[config.mk]
export PLATFORM = sky130hd
export DESIGN_NAME = apb2axi_wr_data_tx
export DESIGN_NICKNAME = d
export VERILOG_FILES = /design/src/rtl/apb2axi_pkg.sv /design/src/rtl/apb2axi_ord_fifo.sv /design/src/rtl/apb2axi_wr_data_tx.sv
export SDC_FILE = /design/constraint.sdc
export NUM_CORES = 1
export LEC_CHECK = 0
export CORE_UTILIZATION = 47
export CTS_CLUSTER_SIZE = 40
export DETAILED_ROUTE_END_ITERATION = 10
export GPL_ROUTABILITY_DRIVEN = 0
export GPL_TIMING_DRIVEN = 0
export PLACE_DENSITY = 0.72
export SETUP_SLACK_MARGIN = 0.2
export SLEW_MARGIN = 20
export SYNTH_ARGS = -nofsm -noshare
export SYNTH_HDL_FRONTEND = slang
export SYNTH_HIERARCHICAL = 1
export SYNTH_SLANG_ARGS = --single-unit
[constraint.sdc]
create_clock -name clk -period 4.8 [get_ports clk]
set_clock_uncertainty 0.2 [all_clocks]
set_input_delay 0.96 -clock clk [delete_from_list [all_inputs] [get_ports clk]]
set_output_delay 0.96 -clock clk [all_outputs]
set_load 0.05 [all_outputs]
[src/rtl/apb2axi_pkg.sv]
// Shared types and widths for the APB2AXI converter.
// Holds the write-data, completion and AW-order records.
package apb2axi_pkg;

    localparam int TAG_W       = 4;
    localparam int N_TAG       = 1 << TAG_W;
    localparam int AXI_ID_W    = 4;
    localparam int AXI_DATA_W  = 32;
    localparam int AXI_STRB_W  = AXI_DATA_W / 8;
    localparam int AXI_LEN_W   = 8;
    localparam int AXI_RESP_W  = 2;
    localparam int NUM_BEATS_W = AXI_LEN_W + 1;

    localparam logic [7:0] ERR_IDX_NONE = 8'hFF;

    typedef enum logic [AXI_RESP_W-1:0] {
        AXI_OKAY   = 2'b00,
        AXI_EXOKAY = 2'b01,
        AXI_SLVERR = 2'b10,
        AXI_DECERR = 2'b11
    } axi_resp_e;

    typedef enum logic {
        WTX_IDLE,
        WTX_SEND
    } wtx_state_e;

    typedef struct packed {
        logic [TAG_W-1:0]      tag;
        logic [AXI_DATA_W-1:0] data;
        logic                  last;
        logic [AXI_STRB_W-1:0] wstrb;
    } wr_entry_t;

    typedef struct packed {
        logic                   is_write;
        logic [TAG_W-1:0]       tag;
        axi_resp_e              resp;
        logic                   error;
        logic [NUM_BEATS_W-1:0] num_beats;
        logic [7:0]             err_beat_idx;
    } completion_entry_t;

    typedef struct packed {
        logic [TAG_W-1:0]     tag;
        logic [AXI_LEN_W-1:0] len;
    } aw_ord_t;

    localparam int DATA_ENTRY_W = $bits(wr_entry_t);
    localparam int CPL_W        = $bits(completion_entry_t);

endpackage

[src/rtl/apb2axi_ord_fifo.sv]
// Generic synchronous FIFO with a combinational head view.
// A push while full is accepted only when a pop frees a slot in the same cycle.
module apb2axi_ord_fifo #(
    parameter int WIDTH = 8,
    parameter int DEPTH = 4
) (
    input  logic             clk,
    input  logic             rst,
    input  logic             push,
    input  logic [WIDTH-1:0] push_data,
    input  logic             pop,
    output logic [WIDTH-1:0] head_data,
    output logic             full,
    output logic             empty
);
    localparam int PTR_W = (DEPTH > 1) ? $clog2(DEPTH) : 1;
    localparam int CNT_W = $clog2(DEPTH + 1);

    logic [WIDTH-1:0] mem [DEPTH];
    logic [PTR_W-1:0] wr_ptr;
    logic [PTR_W-1:0] rd_ptr;
    logic [CNT_W-1:0] count;
    logic             do_push;
    logic             do_pop;

    function automatic logic [PTR_W-1:0] next_ptr(input logic [PTR_W-1:0] p);
        return (p == PTR_W'(DEPTH - 1)) ? '0 : p + PTR_W'(1);
    endfunction

    assign full      = (count == CNT_W'(DEPTH));
    assign empty     = (count == '0);
    assign do_pop    = pop && !empty;
    assign do_push   = push && (!full || do_pop);
    assign head_data = mem[rd_ptr];

    always_ff @(posedge clk) begin
        if (rst) begin
            wr_ptr <= '0;
            rd_ptr <= '0;
            count  <= '0;
        end else begin
            if (do_push) begin
                mem[wr_ptr] <= push_data;
                wr_ptr      <= next_ptr(wr_ptr);
            end
            if (do_pop) begin
                rd_ptr <= next_ptr(rd_ptr);
            end
            if (do_push && !do_pop) begin
                count <= count + CNT_W'(1);
            end else if (!do_push && do_pop) begin
                count <= count - CNT_W'(1);
            end
        end
    end

endmodule

[src/rtl/apb2axi_wr_data_tx.sv]
// AXI3 W-channel transmitter and B-channel receiver for the APB2AXI converter.
// Sends write data in AW-issue order and turns B responses into completion records.
module apb2axi_wr_data_tx
    import apb2axi_pkg::*;
#(
    parameter int OST_DEPTH = 4
) (
    input  logic                    clk,
    input  logic                    rst,
    input  logic                    aw_iss_valid,
    input  logic [TAG_W-1:0]        aw_iss_tag,
    input  logic [AXI_LEN_W-1:0]    aw_iss_len,
    output logic                    aw_iss_ready,
    input  logic                    wdf_valid,
    input  logic [DATA_ENTRY_W-1:0] wdf_entry,
    output logic                    wdf_ready,
    output logic [AXI_ID_W-1:0]     wid,
    output logic [AXI_DATA_W-1:0]   wdata,
    output logic [AXI_STRB_W-1:0]   wstrb,
    output logic                    wlast,
    output logic                    wvalid,
    input  logic                    wready,
    input  logic [AXI_ID_W-1:0]     bid,
    input  logic [AXI_RESP_W-1:0]   bresp,
    input  logic                    bvalid,
    output logic                    bready,
    output logic                    cpl_valid,
    output logic [CPL_W-1:0]        cpl_entry,
    input  logic                    cpl_ready
);
    wtx_state_e             state;
    wtx_state_e             state_next;
    aw_ord_t                ord_head;
    aw_ord_t                ord_push_data;
    logic                   ord_full;
    logic                   ord_empty;
    logic                   ord_pop;
    logic                   push_ok;
    wr_entry_t              wdf_e;
    logic [TAG_W-1:0]       head_tag;
    logic [AXI_LEN_W-1:0]   head_len;
    logic [AXI_LEN_W-1:0]   beat_cnt;
    logic                   loaded_all;
    logic                   tag_err;
    logic                   is_last_beat;
    logic                   w_hs;
    logic                   load;
    logic                   b_hs;
    logic [TAG_W-1:0]       b_tag;
    completion_entry_t      cpl_q;
    logic [NUM_BEATS_W-1:0] num_beats_tbl [N_TAG];
    logic [7:0]             err_idx_tbl   [N_TAG];
    logic [N_TAG-1:0]       mism_tbl;

    assign wdf_e         = wr_entry_t'(wdf_entry);
    assign ord_push_data = '{tag: aw_iss_tag, len: aw_iss_len};
    assign push_ok       = aw_iss_valid && !rst && (!ord_full || ord_pop);
    assign aw_iss_ready  = !rst && !ord_full;

    apb2axi_ord_fifo #(
        .WIDTH ($bits(aw_ord_t)),
        .DEPTH (OST_DEPTH)
    ) u_ord_fifo (
        .clk       (clk),
        .rst       (rst),
        .push      (push_ok),
        .push_data (ord_push_data),
        .pop       (ord_pop),
        .head_data (ord_head),
        .full      (ord_full),
        .empty     (ord_empty)
    );

    // A tag mismatch desynchronises the data stream, so loading stays blocked until reset.
    assign is_last_beat = (beat_cnt == head_len);
    assign w_hs         = wvalid && wready;
    assign load         = (!wvalid || wready) && (state == WTX_SEND) && !loaded_all
                          && !tag_err && wdf_valid && (wdf_e.tag == head_tag);
    assign wdf_ready    = load;

    always_comb begin
        state_next = state;
        ord_pop    = 1'b0;
        case (state)
            WTX_IDLE: if (!ord_empty) state_next = WTX_SEND;
            WTX_SEND: begin
                if (w_hs && wlast) begin
                    state_next = WTX_IDLE;
                    ord_pop    = 1'b1;
                end
            end
            default: state_next = WTX_IDLE;
        endcase
    end

    // loaded_all stops a same-tag follow-on burst being pulled in before wlast drains.
    always_ff @(posedge clk) begin
        if (rst) begin
            state      <= WTX_IDLE;
            head_tag   <= '0;
            head_len   <= '0;
            beat_cnt   <= '0;
            loaded_all <= 1'b0;
            tag_err    <= 1'b0;
        end else begin
            state <= state_next;
            if (state == WTX_IDLE && !ord_empty) begin
                head_tag   <= ord_head.tag;
                head_len   <= ord_head.len;
                beat_cnt   <= '0;
                loaded_all <= 1'b0;
            end else if (load) begin
                beat_cnt <= beat_cnt + AXI_LEN_W'(1);
                if (is_last_beat) loaded_all <= 1'b1;
            end
            if (state == WTX_SEND && !loaded_all && wdf_valid && wdf_e.tag != head_tag) begin
                tag_err <= 1'b1;
            end
        end
    end

    always_ff @(posedge clk) begin
        if (rst) begin
            wvalid <= 1'b0;
            wlast  <= 1'b0;
            wid    <= '0;
            wdata  <= '0;
            wstrb  <= '0;
        end else if (load) begin
            wvalid <= 1'b1;
            wlast  <= is_last_beat;
            wid    <= AXI_ID_W'(head_tag);
            wdata  <= wdf_e.data;
            wstrb  <= wdf_e.wstrb;
        end else if (w_hs) begin
            wvalid <= 1'b0;
            wlast  <= 1'b0;
        end
    end

    // A push for a tag is applied after the mismatch update so a new write always starts clean.
    always_ff @(posedge clk) begin
        if (rst) begin
            mism_tbl <= '0;
            for (int i = 0; i < N_TAG; i++) begin
                num_beats_tbl[i] <= '0;
                err_idx_tbl[i]   <= '0;
            end
        end else begin
            if (load && (wdf_e.last != is_last_beat) && !mism_tbl[head_tag]) begin
                mism_tbl[head_tag]    <= 1'b1;
                err_idx_tbl[head_tag] <= beat_cnt;
            end
            if (push_ok) begin
                num_beats_tbl[aw_iss_tag] <= NUM_BEATS_W'(aw_iss_len) + NUM_BEATS_W'(1);
                mism_tbl[aw_iss_tag]      <= 1'b0;
            end
        end
    end

    assign bready    = !rst && (!cpl_valid || cpl_ready);
    assign b_hs      = bvalid && bready;
    assign b_tag     = bid[TAG_W-1:0];
    assign cpl_entry = cpl_q;

    always_ff @(posedge clk) begin
        if (rst) begin
            cpl_valid <= 1'b0;
            cpl_q     <= '0;
        end else if (b_hs) begin
            cpl_valid          <= 1'b1;
            cpl_q.is_write     <= 1'b1;
            cpl_q.tag          <= b_tag;
            cpl_q.resp         <= axi_resp_e'(bresp);
            cpl_q.error        <= bresp[1] | mism_tbl[b_tag];
            cpl_q.num_beats    <= num_beats_tbl[b_tag];
            cpl_q.err_beat_idx <= mism_tbl[b_tag] ? err_idx_tbl[b_tag] : ERR_IDX_NONE;
        end else if (cpl_ready) begin
            cpl_valid <= 1'b0;
        end
    end

endmodule

==> key figures <==
Critical path
  • Data arrival at the endpoint of the critical path: 3.20 ns
  • R2R Setup Slk: between 0.6 and 0.7 ns
  • Crit. End Element: output pin
  • Critical path required time: 3.64 ns
  • Critical setup path kind: input port to output pin
  • Critical R2R Capture: err_idx_tbl[6][0]
  • Critical Path Fanout Max: 10
  • Worst r2r src: head_tag[0]
  • Kind of start point of the critical path: input port
  • Length in cells of the worst reg-to-reg path: 6

STA
  • Tightest Pin Transition: 1.07 ns
  • Setup repair after global routing missed its margin: no
  • Number of setup violations in the final report: 0
  • Max-slew violation count: 0
  • Peak Freq: roughly 230 MHz
  • Final Hold Violating Endpoints: 0
  • Period utilisation layout: 90.7%
  • Post-route worst hold slack: 0.246 ns
  • Rel. slew slack: 27.8%
  • Period minus WS final: about 4.4 ns

Detailed routing
  • Highest routed metal layer: met4
  • Final routed DRC violation total: 0
  • Detailed Route WL: about 51000 µm
  • WL met2: 24000 µm
  • Drt first pass iters: 5
  • DR WL/cell: approximately 23 µm
  • Sum of routed wire segments on met1: 20500 µm
  • Routed wl met3: 5330 µm
  • DRT antenna net count: 0
  • Per-cell via count in the routed design: approximately 6.0
  • Violation count after the first detailed-route iteration: 1294
  • Routed via count: approximately 13000

Placed design
  • Placement Cell Area: approximately 22000 µm²
  • Buffers added on ports: 133
  • Placed wire-length estimate after detailed placement: 34700 µm

Clock tree
  • Largest buffer count on any clock path: 3
  • Source-to-sink clock delay at the later pin of the worst-skew pair: 0.60 ns
  • H-Tree Level Count: 2
  • # clock sinks: roughly 440
  • Worst-path clk slew: 0.06 ns
  • Root buffer selected by CTS: clkbuf_16
  • CTS tree: built
  • Total setup buffers inserted after CTS: 0
  • Number of buffers created by CTS: 46

Floorplan
  • Width of the die: 206 µm
  • Initial standard-cell utilization of the core: between 40% and 50%
  • CORE AREA: about 40000 µm²
  • Vertical die dimension: 206 µm
  • Number of rows created at floorplan: 74
  • Die area: 42500 µm²
  • IO Pins: approximately 140

Cells and area
  • Total area of multi-input combinational cells: ~7000 µm²
  • Post-layout nets: ~1700
  • Filler Cell Count: ~3300
  • Layout area overhead: 18.5%
  • Fraction of final layout cells with drive strength greater than 1: 17.1%
  • Most used cells in the layout excluding fill and tap cells: edfxtp_1 (320), nand2_1 (184), nor2_1 (170)
  • N_diodes: 0
  • Design Area, Final: between 20000 and 25000 µm²
  • Final core area utilization: between 50% and 60%
  • Most common library cell in the layout ignoring fill and taps: edfxtp_1
  • Register cell area after layout: approximately 12000 µm²

Logic synthesis
  • Sequential fraction of the synthesis area: between 60 and 70%
  • Syn Inst Count: around 1400
  • Syn Nets: about 1500
  • Share of flip-flops with an asynchronous set or reset: 0%
  • Total of flip-flops plus latches after synthesis: around 440
  • Biggest area contributors in the synthesized netlist: edfxtp_1 (49%), dfxtp_1 (12%), mux4_2 (11%)
  • Mean instance size in the synthesized netlist: between 10 and 15 µm²
  • Count of flip-flops with a built-in enable after synthesis: 320
  • Dominant synthesized flop cell: edfxtp_1
  • Post-synthesis cell type with the largest combined area: edfxtp_1
  • Top cell type's share of synthesized area: between 40% and 50%
  • Unique masters post-synth: 51
  • Warnings, synthesis: 6
  • Total standard cell area after synthesis: just under 20000 µm²

GRT
  • Number of antenna violations at the first check in global routing: 0
  • Vias in the first global route: between 10000 and 15000
  • Total GRT Usage: 24.5%
  • Grt ovf: 0
  • Maximum number of pins on one net before global-route repair: 15
  • First-pass GRT wire length: 77600 µm

Power and ir drop
  • Fraction of power spent switching nets: between 20% and 30%
  • Flop pwr share: slightly below 50%
  • Clock share of power: a little over two fifths
  • Leakage: between 7 and 8 nW
  • Power spent charging and discharging nets: 2.13 mW
  • Internal power: 6.61 mW
  • Part of the total power dissipated in combinational logic: 9.8%
  • Pwr/cell area: roughly 380 nW/µm²
  • Peak VDD IR: 328 µV

Worst hold path
  • End point of the most critical hold path: loaded_all
  • Cells on Worst Hold Path: 2
  • Start point of the worst hold path: loaded_all
  • Min-Delay Path Class: flop to flop

Flow run
  • Maximum Capacitance Violations: 0

Outcome
  • Run status: completed
[layout make-up]
class | instances | share of cell area, %
Buffer | 138 | 2.68
Clock inverter | 13 | 0.701
Timing Repair Buffer | 137 | 5.95
Sequential cell | 436 | 51.5
Multi-Input combinational cell | 862 | 30.2
Tap cell | 532 | 2.87
Clock buffer | 73 | 5.95
Inverter | 12 | 0.200
[sequential cells by signal, summed over array words and instances (netlist names), 4 cells and up, named ones only]
| signal | cells |
|---|---|
| mism_tbl | 16 |
| u_ord_fifo/mem | 48 |
| wid | 4 |
| err_idx_tbl | 128 |
| head_tag | 4 |
| wdata | 32 |
| num_beats_tbl | 144 |
| wstrb | 4 |
| cpl_entry | 25 |
| beat_cnt | 8 |
| head_len | 8 |
[how the worst max path moves through the flow]
stage,startpoint,to,slack (ns),cells after the start
2_1_floorplan,wdf_valid,wdf_ready,1.13,5
3_3_place_gp,rst,aw_iss_ready,-0.59,6
3_5_place_dp,rst,aw_iss_ready,-0.64,6
4_1_cts,rst,aw_iss_ready,0.22,6
5_1_grt,wdf_entry[38],wdf_ready,0.29,7
6_report,wdf_entry[37],wdf_ready,0.44,7
[cells in the mapped netlist (4+ instances only)]
library cell	instances
inv_1	10
a22o_1	8
nor4b_2	78
nor3b_1	9
mux4_2	95
a21oi_1	77
or3_1	4
buf_6	11
nor3_1	6
o21ai_0	12
nand3_1	49
nand4_1	6
o21ai_1	6
ha_1	8
buf_1	12
nor4b_1	51
buf_2	10
and3_1	5
edfxtp_1	320
mux2i_1	8
nor2b_1	9
nand2_1	184
xnor2_1	11
o31ai_1	17
clkbuf_1	105
a221oi_1	8
dfxtp_1	116
xor2_1	16
nor2_1	170
[cells by family (layout without fill, tap and decap cells)]
group | count (synthesis) | after routing | share of synthesized area, %
adders and majority gates | 9 | 9 | 0.614
AOI/OAI and AO/OA | 137 | 137 | 4.24
buffers and inverters | 150 | 373 | 3.37
DFF | 436 | 436 | 61.0
muxes | 104 | 104 | 11.4
and+or+nand+nor | 585 | 585 | 18.2
xor gates and xnor gates | 27 | 27 | 1.21
[timing repair]
action	CTS	global route
gates resized for setup	8	4
endpoints found under the setup margin	2	2
hold buffers	0	0
hold endpoints to repair	0	0
[critical path, stage by stage]
cell             delay [ns]
clkdlybuf4s50_1        0.43
xor2_1                 0.18
nor4_4                 0.49
nand2_2                0.23
clkinv_2               0.22
clkbuf_2               0.26
clkdlybuf4s15_2        0.41
[per-layer routing]
metal,track usage (%),vias to the layer above
met3,6.24,105
li1,-,5824
met1,33.4,6599
met4,7.69,0
met2,38.6,668
met5,0,-
[power groups by stage]
stage / Sequential, mW / Combinational (mW) / Clock, mW
floorplan: 4.38 / 0.466 / 0
detailed placement: 4.33 / 0.845 / 0
global route: 4.26 / 0.912 / 3.80
finish: 4.25 / 0.857 / 3.64
CTS: 4.25 / 0.851 / 3.67
global placement: 4.32 / 0.828 / 0
[through the flow]
| stage | instances | setup TNS [ns] | setup slack, ns | power (mW) |
|---|---|---|---|---|
| after global placement | 2113 | -17.23 | -0.592 | 5.15 |
| after global routing | 2203 | 0 | 0.287 | 8.97 |
| final | 2203 | 0 | 0.445 | 8.74 |
| after detailed placement | 2117 | -3.95 | -0.638 | 5.17 |
| after floorplan | 1448 | 0 | 1.13 | 4.84 |
| after CTS | 2203 | 0 | 0.218 | 8.76 |
Power figures use the tool's default switching activity.
